$ cat config.mk
export PLATFORM = sky130hd
export DESIGN_NAME = wb_write_arbiter
export DESIGN_NICKNAME = d
export VERILOG_FILES = /design/src/rtl/wb_write_arbiter.sv
export SDC_FILE = /design/constraint.sdc
export NUM_CORES = 1
export LEC_CHECK = 0
export ABC_AREA = 0
export CAP_MARGIN = 40
export CELL_PAD_IN_SITES_DETAIL_PLACEMENT = 0
export CELL_PAD_IN_SITES_GLOBAL_PLACEMENT = 1
export CORE_ASPECT_RATIO = 1.25
export CORE_MARGIN = 8
export CORE_UTILIZATION = 45
export CTS_BUF_LIST = sky130_fd_sc_hd__clkbuf_8
export CTS_CLUSTER_DIAMETER = 120
export DETAILED_ROUTE_END_ITERATION = 7
export GPL_TIMING_DRIVEN = 0
export HOLD_SLACK_MARGIN = 0.03
export PLACE_DENSITY_LB_ADDON = 0.1
export SLEW_MARGIN = 40
export SYNTH_ARGS = -nofsm -noshare
export SYNTH_HDL_FRONTEND = slang
export SYNTH_SLANG_ARGS = --single-unit
export TNS_END_PERCENT = 30
$ cat constraint.sdc
create_clock -name clk -period 5.8 [get_ports clk]
set_clock_uncertainty 0.05 [all_clocks]
set_input_delay 1.74 -clock clk [delete_from_list [all_inputs] [get_ports clk]]
set_output_delay 1.74 -clock clk [all_outputs]
set_load 0.03 [all_outputs]
$ cat src/rtl/wb_write_arbiter.sv
// wb_write_arbiter
//   Shares the register-file write port between the writeback stage (priority)
//   and a long-latency unit whose results queue in a small FIFO. Queued results
//   drain in idle WB slots; if WB keeps the FIFO blocked for MAX_WAIT cycles, a
//   forced drain stalls WB for up to DRAIN_MAX pops.
//
//   state   | meaning
//   S_NORM  | WB has priority, FIFO drains only in idle WB slots
//   S_DRAIN | WB stalled, FIFO head written every cycle
//
// Ports
//   clk, rst             clock, async active-low reset
//   i_wb_*               WB write request (held upstream while o_wb_stall)
//   o_wb_stall           forced-drain stall to the WB stage
//   i_lu_*, o_lu_ready   LLU result push interface
//   o_rf_*               registered register-file write port
//   o_pend_mask          registers with a result still queued or in flight
//   o_fifo_cnt           FIFO occupancy
module wb_write_arbiter #(
  parameter int DEPTH     = 2,
  parameter int MAX_WAIT  = 4,
  parameter int DRAIN_MAX = 2
) (
  input  logic                    clk,
  input  logic                    rst,
  input  logic                    i_wb_we,
  input  logic [4:0]              i_wb_rdst,
  input  logic [31:0]             i_wb_data,
  output logic                    o_wb_stall,
  input  logic                    i_lu_valid,
  input  logic [4:0]              i_lu_rdst,
  input  logic [31:0]             i_lu_data,
  output logic                    o_lu_ready,
  output logic                    o_rf_we,
  output logic [4:0]              o_rf_addr,
  output logic [31:0]             o_rf_data,
  output logic [31:0]             o_pend_mask,
  output logic [$clog2(DEPTH):0]  o_fifo_cnt
);

  localparam int PW = $clog2(DEPTH);
  localparam int CW = PW + 1;
  localparam int WW = (MAX_WAIT > 1) ? $clog2(MAX_WAIT) : 1;
  localparam int DW = (DRAIN_MAX > 1) ? $clog2(DRAIN_MAX) : 1;

  typedef enum logic {S_NORM, S_DRAIN} state_t;

  state_t            r_state;
  logic [WW-1:0]     r_wait;
  logic [DW-1:0]     r_drain;
  logic              r_rf_we;
  logic [4:0]        r_rf_addr;
  logic [31:0]       r_rf_data;
  logic [31:0]       r_pend;

  logic [4:0]        r_rdst [DEPTH];
  logic [31:0]       r_data [DEPTH];
  logic [DEPTH-1:0]  r_vld;
  logic [PW-1:0]     r_wptr;
  logic [PW-1:0]     r_rptr;
  logic [CW-1:0]     r_cnt;

  logic              w_push;
  logic              w_pop;
  logic              w_nonempty;
  logic [CW-1:0]     w_cnt_nxt;
  logic [31:0]       w_cur_mask;
  logic [31:0]       w_push_mask;

  assign w_nonempty = (r_cnt != '0);
  assign o_lu_ready = rst & (r_cnt != CW'(DEPTH));
  assign w_push     = i_lu_valid & o_lu_ready;
  // Pops only ever see entries that were present at the start of the cycle.
  assign w_pop      = w_nonempty & ((r_state == S_DRAIN) | ~i_wb_we);
  assign w_cnt_nxt  = r_cnt + CW'(w_push) - CW'(w_pop);

  always_comb begin
    w_cur_mask = '0;
    for (int i = 0; i < DEPTH; i++) begin
      if (r_vld[i]) w_cur_mask[r_rdst[i]] = 1'b1;
    end
  end

  assign w_push_mask = w_push ? (32'd1 << i_lu_rdst) : 32'd0;

  always_ff @(posedge clk or negedge rst) begin
    if (!rst) begin
      r_wptr <= '0;
      r_rptr <= '0;
      r_cnt  <= '0;
      r_vld  <= '0;
      for (int i = 0; i < DEPTH; i++) begin
        r_rdst[i] <= '0;
        r_data[i] <= '0;
      end
    end else begin
      if (w_push) begin
        r_rdst[r_wptr] <= i_lu_rdst;
        r_data[r_wptr] <= i_lu_data;
        r_vld[r_wptr]  <= 1'b1;
        r_wptr         <= r_wptr + 1'b1;
      end
      if (w_pop) begin
        r_vld[r_rptr] <= 1'b0;
        r_rptr        <= r_rptr + 1'b1;
      end
      r_cnt <= w_cnt_nxt;
    end
  end

  // A popped entry stays in the mask one extra cycle so the bit covers the
  // registered write until the register file actually holds the value.
  always_ff @(posedge clk or negedge rst) begin
    if (!rst) r_pend <= '0;
    else      r_pend <= w_cur_mask | w_push_mask;
  end

  always_ff @(posedge clk or negedge rst) begin
    if (!rst) begin
      r_state   <= S_NORM;
      r_wait    <= '0;
      r_drain   <= '0;
      r_rf_we   <= 1'b0;
      r_rf_addr <= '0;
      r_rf_data <= '0;
    end else begin
      r_rf_we <= 1'b0;
      case (r_state)
        S_NORM: begin
          if (i_wb_we) begin
            r_rf_we   <= 1'b1;
            r_rf_addr <= i_wb_rdst;
            r_rf_data <= i_wb_data;
            if (w_nonempty) begin
              if (r_wait == WW'(MAX_WAIT - 1)) begin
                r_state <= S_DRAIN;
                r_wait  <= '0;
              end else begin
                r_wait <= r_wait + 1'b1;
              end
            end else begin
              r_wait <= '0;
            end
          end else begin
            r_wait <= '0;
            if (w_nonempty) begin
              r_rf_we   <= 1'b1;
              r_rf_addr <= r_rdst[r_rptr];
              r_rf_data <= r_data[r_rptr];
            end
          end
        end
        S_DRAIN: begin
          if (w_nonempty) begin
            r_rf_we   <= 1'b1;
            r_rf_addr <= r_rdst[r_rptr];
            r_rf_data <= r_data[r_rptr];
          end
          if (!w_nonempty || (w_cnt_nxt == '0) || (r_drain == DW'(DRAIN_MAX - 1))) begin
            r_state <= S_NORM;
            r_drain <= '0;
          end else begin
            r_drain <= r_drain + 1'b1;
          end
        end
        default: r_state <= S_NORM;
      endcase
    end
  end

  assign o_wb_stall  = (r_state == S_DRAIN);
  assign o_rf_we     = r_rf_we;
  assign o_rf_addr   = r_rf_addr;
  assign o_rf_data   = r_rf_data;
  assign o_pend_mask = r_pend;
  assign o_fifo_cnt  = r_cnt;

endmodule
---- Word level (Yosys, flattened, before mapping) ----
Cells that the tools add are included.
operators by class
  bitwise logic cells ..................... 13
  $mul .................................... 0
  multiplexer cells ....................... 43
  magnitude comparators ................... 11
  shift operators ......................... 1
  div/mod/pow operators ................... 0
  equality and inequality tests ........... 2
  reduce and logical (&&, ||, !) cells .... 10
  add/sub/neg operators ................... 6
operators with widths
  operator                number
  $mux W32                9
  $bwmux W64              1
  $or A32 B32 Y32         2
  $pmux W32 S2            1
  $demux W32 S1           1
  $shl A1 B5 Y32 const A  1
  $mux W5                 6
  $lt A5 B6 Y1 const B    2
  $mux W1                 11
  $bwmux W10              1
  $demux W1 S5            2
  $ge A5 B1 Y1 const B    2
  $mux W2                 5
  $pmux W5 S2             1
  $demux W5 S1            1
  $logic_and A1 B1 Y1     5
  $ge A2 B2 Y1 const B    2
  $lt A1 B2 Y1 const B    2
  $not A1 Y2              2
  $pmux W1 S2             2
  $add A1 B1 Y1 const B   3
  $and A1 B1 Y1           3
  $add A2 B1 Y2           1
  $add A2 B1 Y2 const B   1
  other kinds (15)        19
word-level totals
  bits in read-only memories .............. 0
  memories kept ........................... 0
  register bits ........................... 154
  output and inout bits ................... 74
  latch bits .............................. 0
  RAM bits ................................ 0

---- Logic depth before layout (Yosys ltp) ----
Gate-level depths: netlist of the first run.
  depth after elaboration ................. 10
  gate-level depth with buffers ........... 10
  depth with buffers taken out ............ 9

---- Worst setup path before layout of the first run ----
No wires, ideal clock.
  kind .................................... input port to output port
  start point ............................. input port rst
  end point ............................... output port o_lu_ready
  path slack .............................. 1815 ps
  stages .................................. 1
  data arrival time ....................... 2195 ps
  data required time ...................... 4010 ps
  cell sequence ........................... nor2b_1
on the way
  cells in the longest elaborated chain, start to end .. 1
RTL lines
  item                line  source
  start: declaration  25    input logic rst,
  $and A1 B1 Y1       71    assign o_lu_ready = rst & (r_cnt != CW'(DEPTH));
  end: declaration    33    output logic o_lu_ready,
Every way passes these cells.

---- Worst setup path in the final report of the first run ----
Ends and elaborated chain as after synthesis.

==> results.sh, run 1 <==
export IMPL_worstPathArrival_ns=3.56
export IMPL_p_total_w=0.00481
export IMPL_gr_total_overflow=0
export IMPL_post_place_cells=969
export IMPL_diodes=0
export IMPL_critPathCaptureType="output port"
export IMPL_critPathMaxFanout=72
export IMPL_p_sw_w=0.00188
export IMPL_whs_ns=0.460
export IMPL_io_buffers=151
export IMPL_setup_viol=0
export IMPL_io_pins=152
export IMPL_synth_seq_cells=154
export IMPL_track_usage_pct=20.5
export IMPL_wl_per_cell_um=19.7
export IMPL_dp_slack_ns=0.389
export IMPL_drt_pass1_iter_count=6
export IMPL_post_route_cells_drive_above_1_share_pct=16.4
export IMPL_post_cts_buffers=0
export IMPL_ant_nets=0
export IMPL_p_leak_nw=4.06
export IMPL_grt_antenna_before_repair=0
export IMPL_power_density_nw_per_um2=521
export IMPL_syn_to_final_growth_pct=31.6
export IMPL_worst_slew_pin_transition_ns=0.744
export IMPL_final_hold_violation_count=0
export IMPL_slew_violations=0
export IMPL_cp_start_kind="input port"
export IMPL_vias=5344
export IMPL_fmax_mhz=187
export IMPL_finalNetCount=856
export IMPL_hp_class="reg2reg"
export IMPL_root_buffer="clkbuf_8"
export IMPL_hpwl_mm=14.6
export IMPL_combPwrFrac_pct=46.2
export IMPL_p_sw_share_pct=39.1
export IMPL_max_slew_margin_pct=50.4
export IMPL_synth_cell_types=40
export IMPL_final_cell_mix="dfrtp_1 (154), clkdlybuf4s50_1 (150), nand2_1 (63)"
export IMPL_fin_crit_sh_pct=92.3
export IMPL_numCtsBuffers=17
export IMPL_die_w_um=128
export IMPL_cts_path_max_buffers=2
export IMPL_rsz0062_at_grt="no"
export IMPL_fin_ws_ns=0.449
export IMPL_synth_edf_count=0
export IMPL_fin_cells=1000
export IMPL_synthCells=604
export IMPL_core_um2=15400
export IMPL_ir_worst_vdd_v=0.000244
export IMPL_cts_sinks=154
export IMPL_gp_congestion=0.898
export IMPL_drc=0
export IMPL_via_per_inst=5.34
export IMPL_yosys_most_used_dff="dfrtp_1"
export IMPL_synth_nets=684
export IMPL_p_clk_share_pct=16.6
export IMPL_grt_pass1_vias=5891
export IMPL_status="finished, final reports clean"
export IMPL_start_util_pct=45.5
export IMPL_grt_pass1_wl_mm=31.8
export IMPL_finalCriticalPeriod_ns=5.35
export IMPL_path_class="in2out"
export IMPL_die_area_um2=19900
export IMPL_drt_wl_total_mm=19.7
export IMPL_drt_iter0_drc=414
export IMPL_clock_latency_ns=0.45
export IMPL_final_common_cell="dfrtp_1"
export IMPL_synth_warnings=0
export IMPL_cts_tree="built"
export IMPL_die_h_um=156
export IMPL_avgSynthCellArea_um2=11.6
export IMPL_synth_area_um2=7020
export IMPL_cts_resized=0
export IMPL_power_internal_w=0.00293
export IMPL_seq_area_um2=3850
export IMPL_htreeDepth=4
export IMPL_grt_max_degree=73
export IMPL_path_clk_slew_ns=0.08
export IMPL_seq_power_share_pct=37.2
export IMPL_multiInputGateArea_um2=2970
export IMPL_synthArstFlopShare_pct=100
export IMPL_cts_hold_buffers_added=0
export IMPL_utilization_pct=59.8
export IMPL_fillers=1352
export IMPL_max_cap_violations=0
export IMPL_crit_required_ns=4.01
export IMPL_ys_seq_area_share_pct=54.9
export IMPL_rows=51
==> Yosys cell counts, drive strengths merged, types with 2 or more instances <==
library cell | count | share of area, %
nand4 | 2 | 0.18
nor2 | 50 | 2.8
nand2 | 64 | 3.5
a21oi | 43 | 3.1
nand2b | 9 | 0.80
or2 | 3 | 0.27
dfrtp | 154 | 55
mux2 | 74 | 14
ha | 2 | 0.36
o21ai | 59 | 4.2
nor3b | 2 | 0.21
nand3 | 6 | 0.43
clkbuf | 20 | 1.1
nor3 | 10 | 0.78
o221ai | 12 | 1.5
buf | 17 | 1.7
a32oi | 4 | 0.50
mux2i | 37 | 5.3
nor2b | 9 | 0.91
a22oi | 12 | 1.3
nand4b | 3 | 0.37
xor2 | 2 | 0.25
==> critical path, stage by stage <==
cell	delay, ns
buf_8	0.28
buf_12	0.28
buf_16	0.34
nor2b_1	0.17
clkdlybuf4s50_1	0.67
==> power by group through the flow <==
stage | clock, W | combinational (W) | sequential, W
after floorplan | 0 | 0.00120 | 0.00203
after global placement | 0 | 0.00219 | 0.00179
after detailed placement | 0 | 0.00223 | 0.00180
after CTS | 0.000818 | 0.00224 | 0.00179
after global routing | 0.000864 | 0.00239 | 0.00185
final | 0.000798 | 0.00222 | 0.00179
==> layout make-up <==
type / instances / area share (%)
sequential: 154 / 41.7
multi-input combinational: 412 / 32.2
timing repair buffer: 153 / 16.9
tap: 212 / 2.87
clock buffer: 19 / 2.83
buffer: 37 / 2.09
clock inverter: 12 / 1.35
inverter: 1 / 0.0406
==> worst paths after layout <==
kind / start / end / slack (ns) / depth (start not counted)
worst max-delay path: rst / o_lu_ready / 0.45 / 5
worst min-delay path: r_data[53] / r_data[53] / 0.46 / 1
worst max register to register: o_wb_stall / r_drain / 2.86 / 10
worst min register to register: r_data[53] / r_data[53] / 0.46 / 1
max in group asynchronous: rst / r_data[32] / 3.64 / 3
min in group asynchronous: rst / r_data[26] / 1.12 / 1
==> cells by family (layout without fill, tap and decap cells) <==
group / Yosys count / in the layout / synth area share (%)
compound gates: 136 / 136 / 11.3
xor+xnor: 3 / 3 / 0.374
mux: 111 / 111 / 19.8
flops: 154 / 154 / 54.9
fa+ha+maj: 2 / 2 / 0.356
buf+inv: 38 / 222 / 2.80
simple gates: 160 / 160 / 10.5
==> sequential cells by signal, summed over array words and instances, names as in the netlist <==
signal,cells
r_wptr,1
r_rptr,1
o_rf_addr,5
r_wait,2
o_wb_stall,1
o_rf_data,32
o_fifo_cnt,2
r_rdst,10
r_data,64
o_pend_mask,32
o_rf_we,1
r_drain,1
r_vld,2
==> per-stage QoR <==
stage / TNS [ns] / instance area (um2)
2_1_floorplan: 0 / 7020
3_3_place_gp: -929.83 / 8800
3_5_place_dp: 0 / 8850
4_1_cts: 0 / 9240
5_1_grt: 0 / 9240
6_report: 0 / 9240
==> routing by layer <==
layer | share of wire (%) | wire length (um) | track usage (%)
met5 | 0 | 0 | 0
met4 | 1.8 | 352 | 7.26
met3 | 5.8 | 1150 | 5.44
met2 | 51 | 10000 | 34.8
met1 | 42 | 8230 | 24.6
Note: power is estimated with default switching activity, not from simulation.
==> inputs of run 2 (changes only) <==
- CAP_MARGIN: 40 -> 20
==> results of run 2 <==
The final DEF is identical to that of run 1; final timing and power are the same.
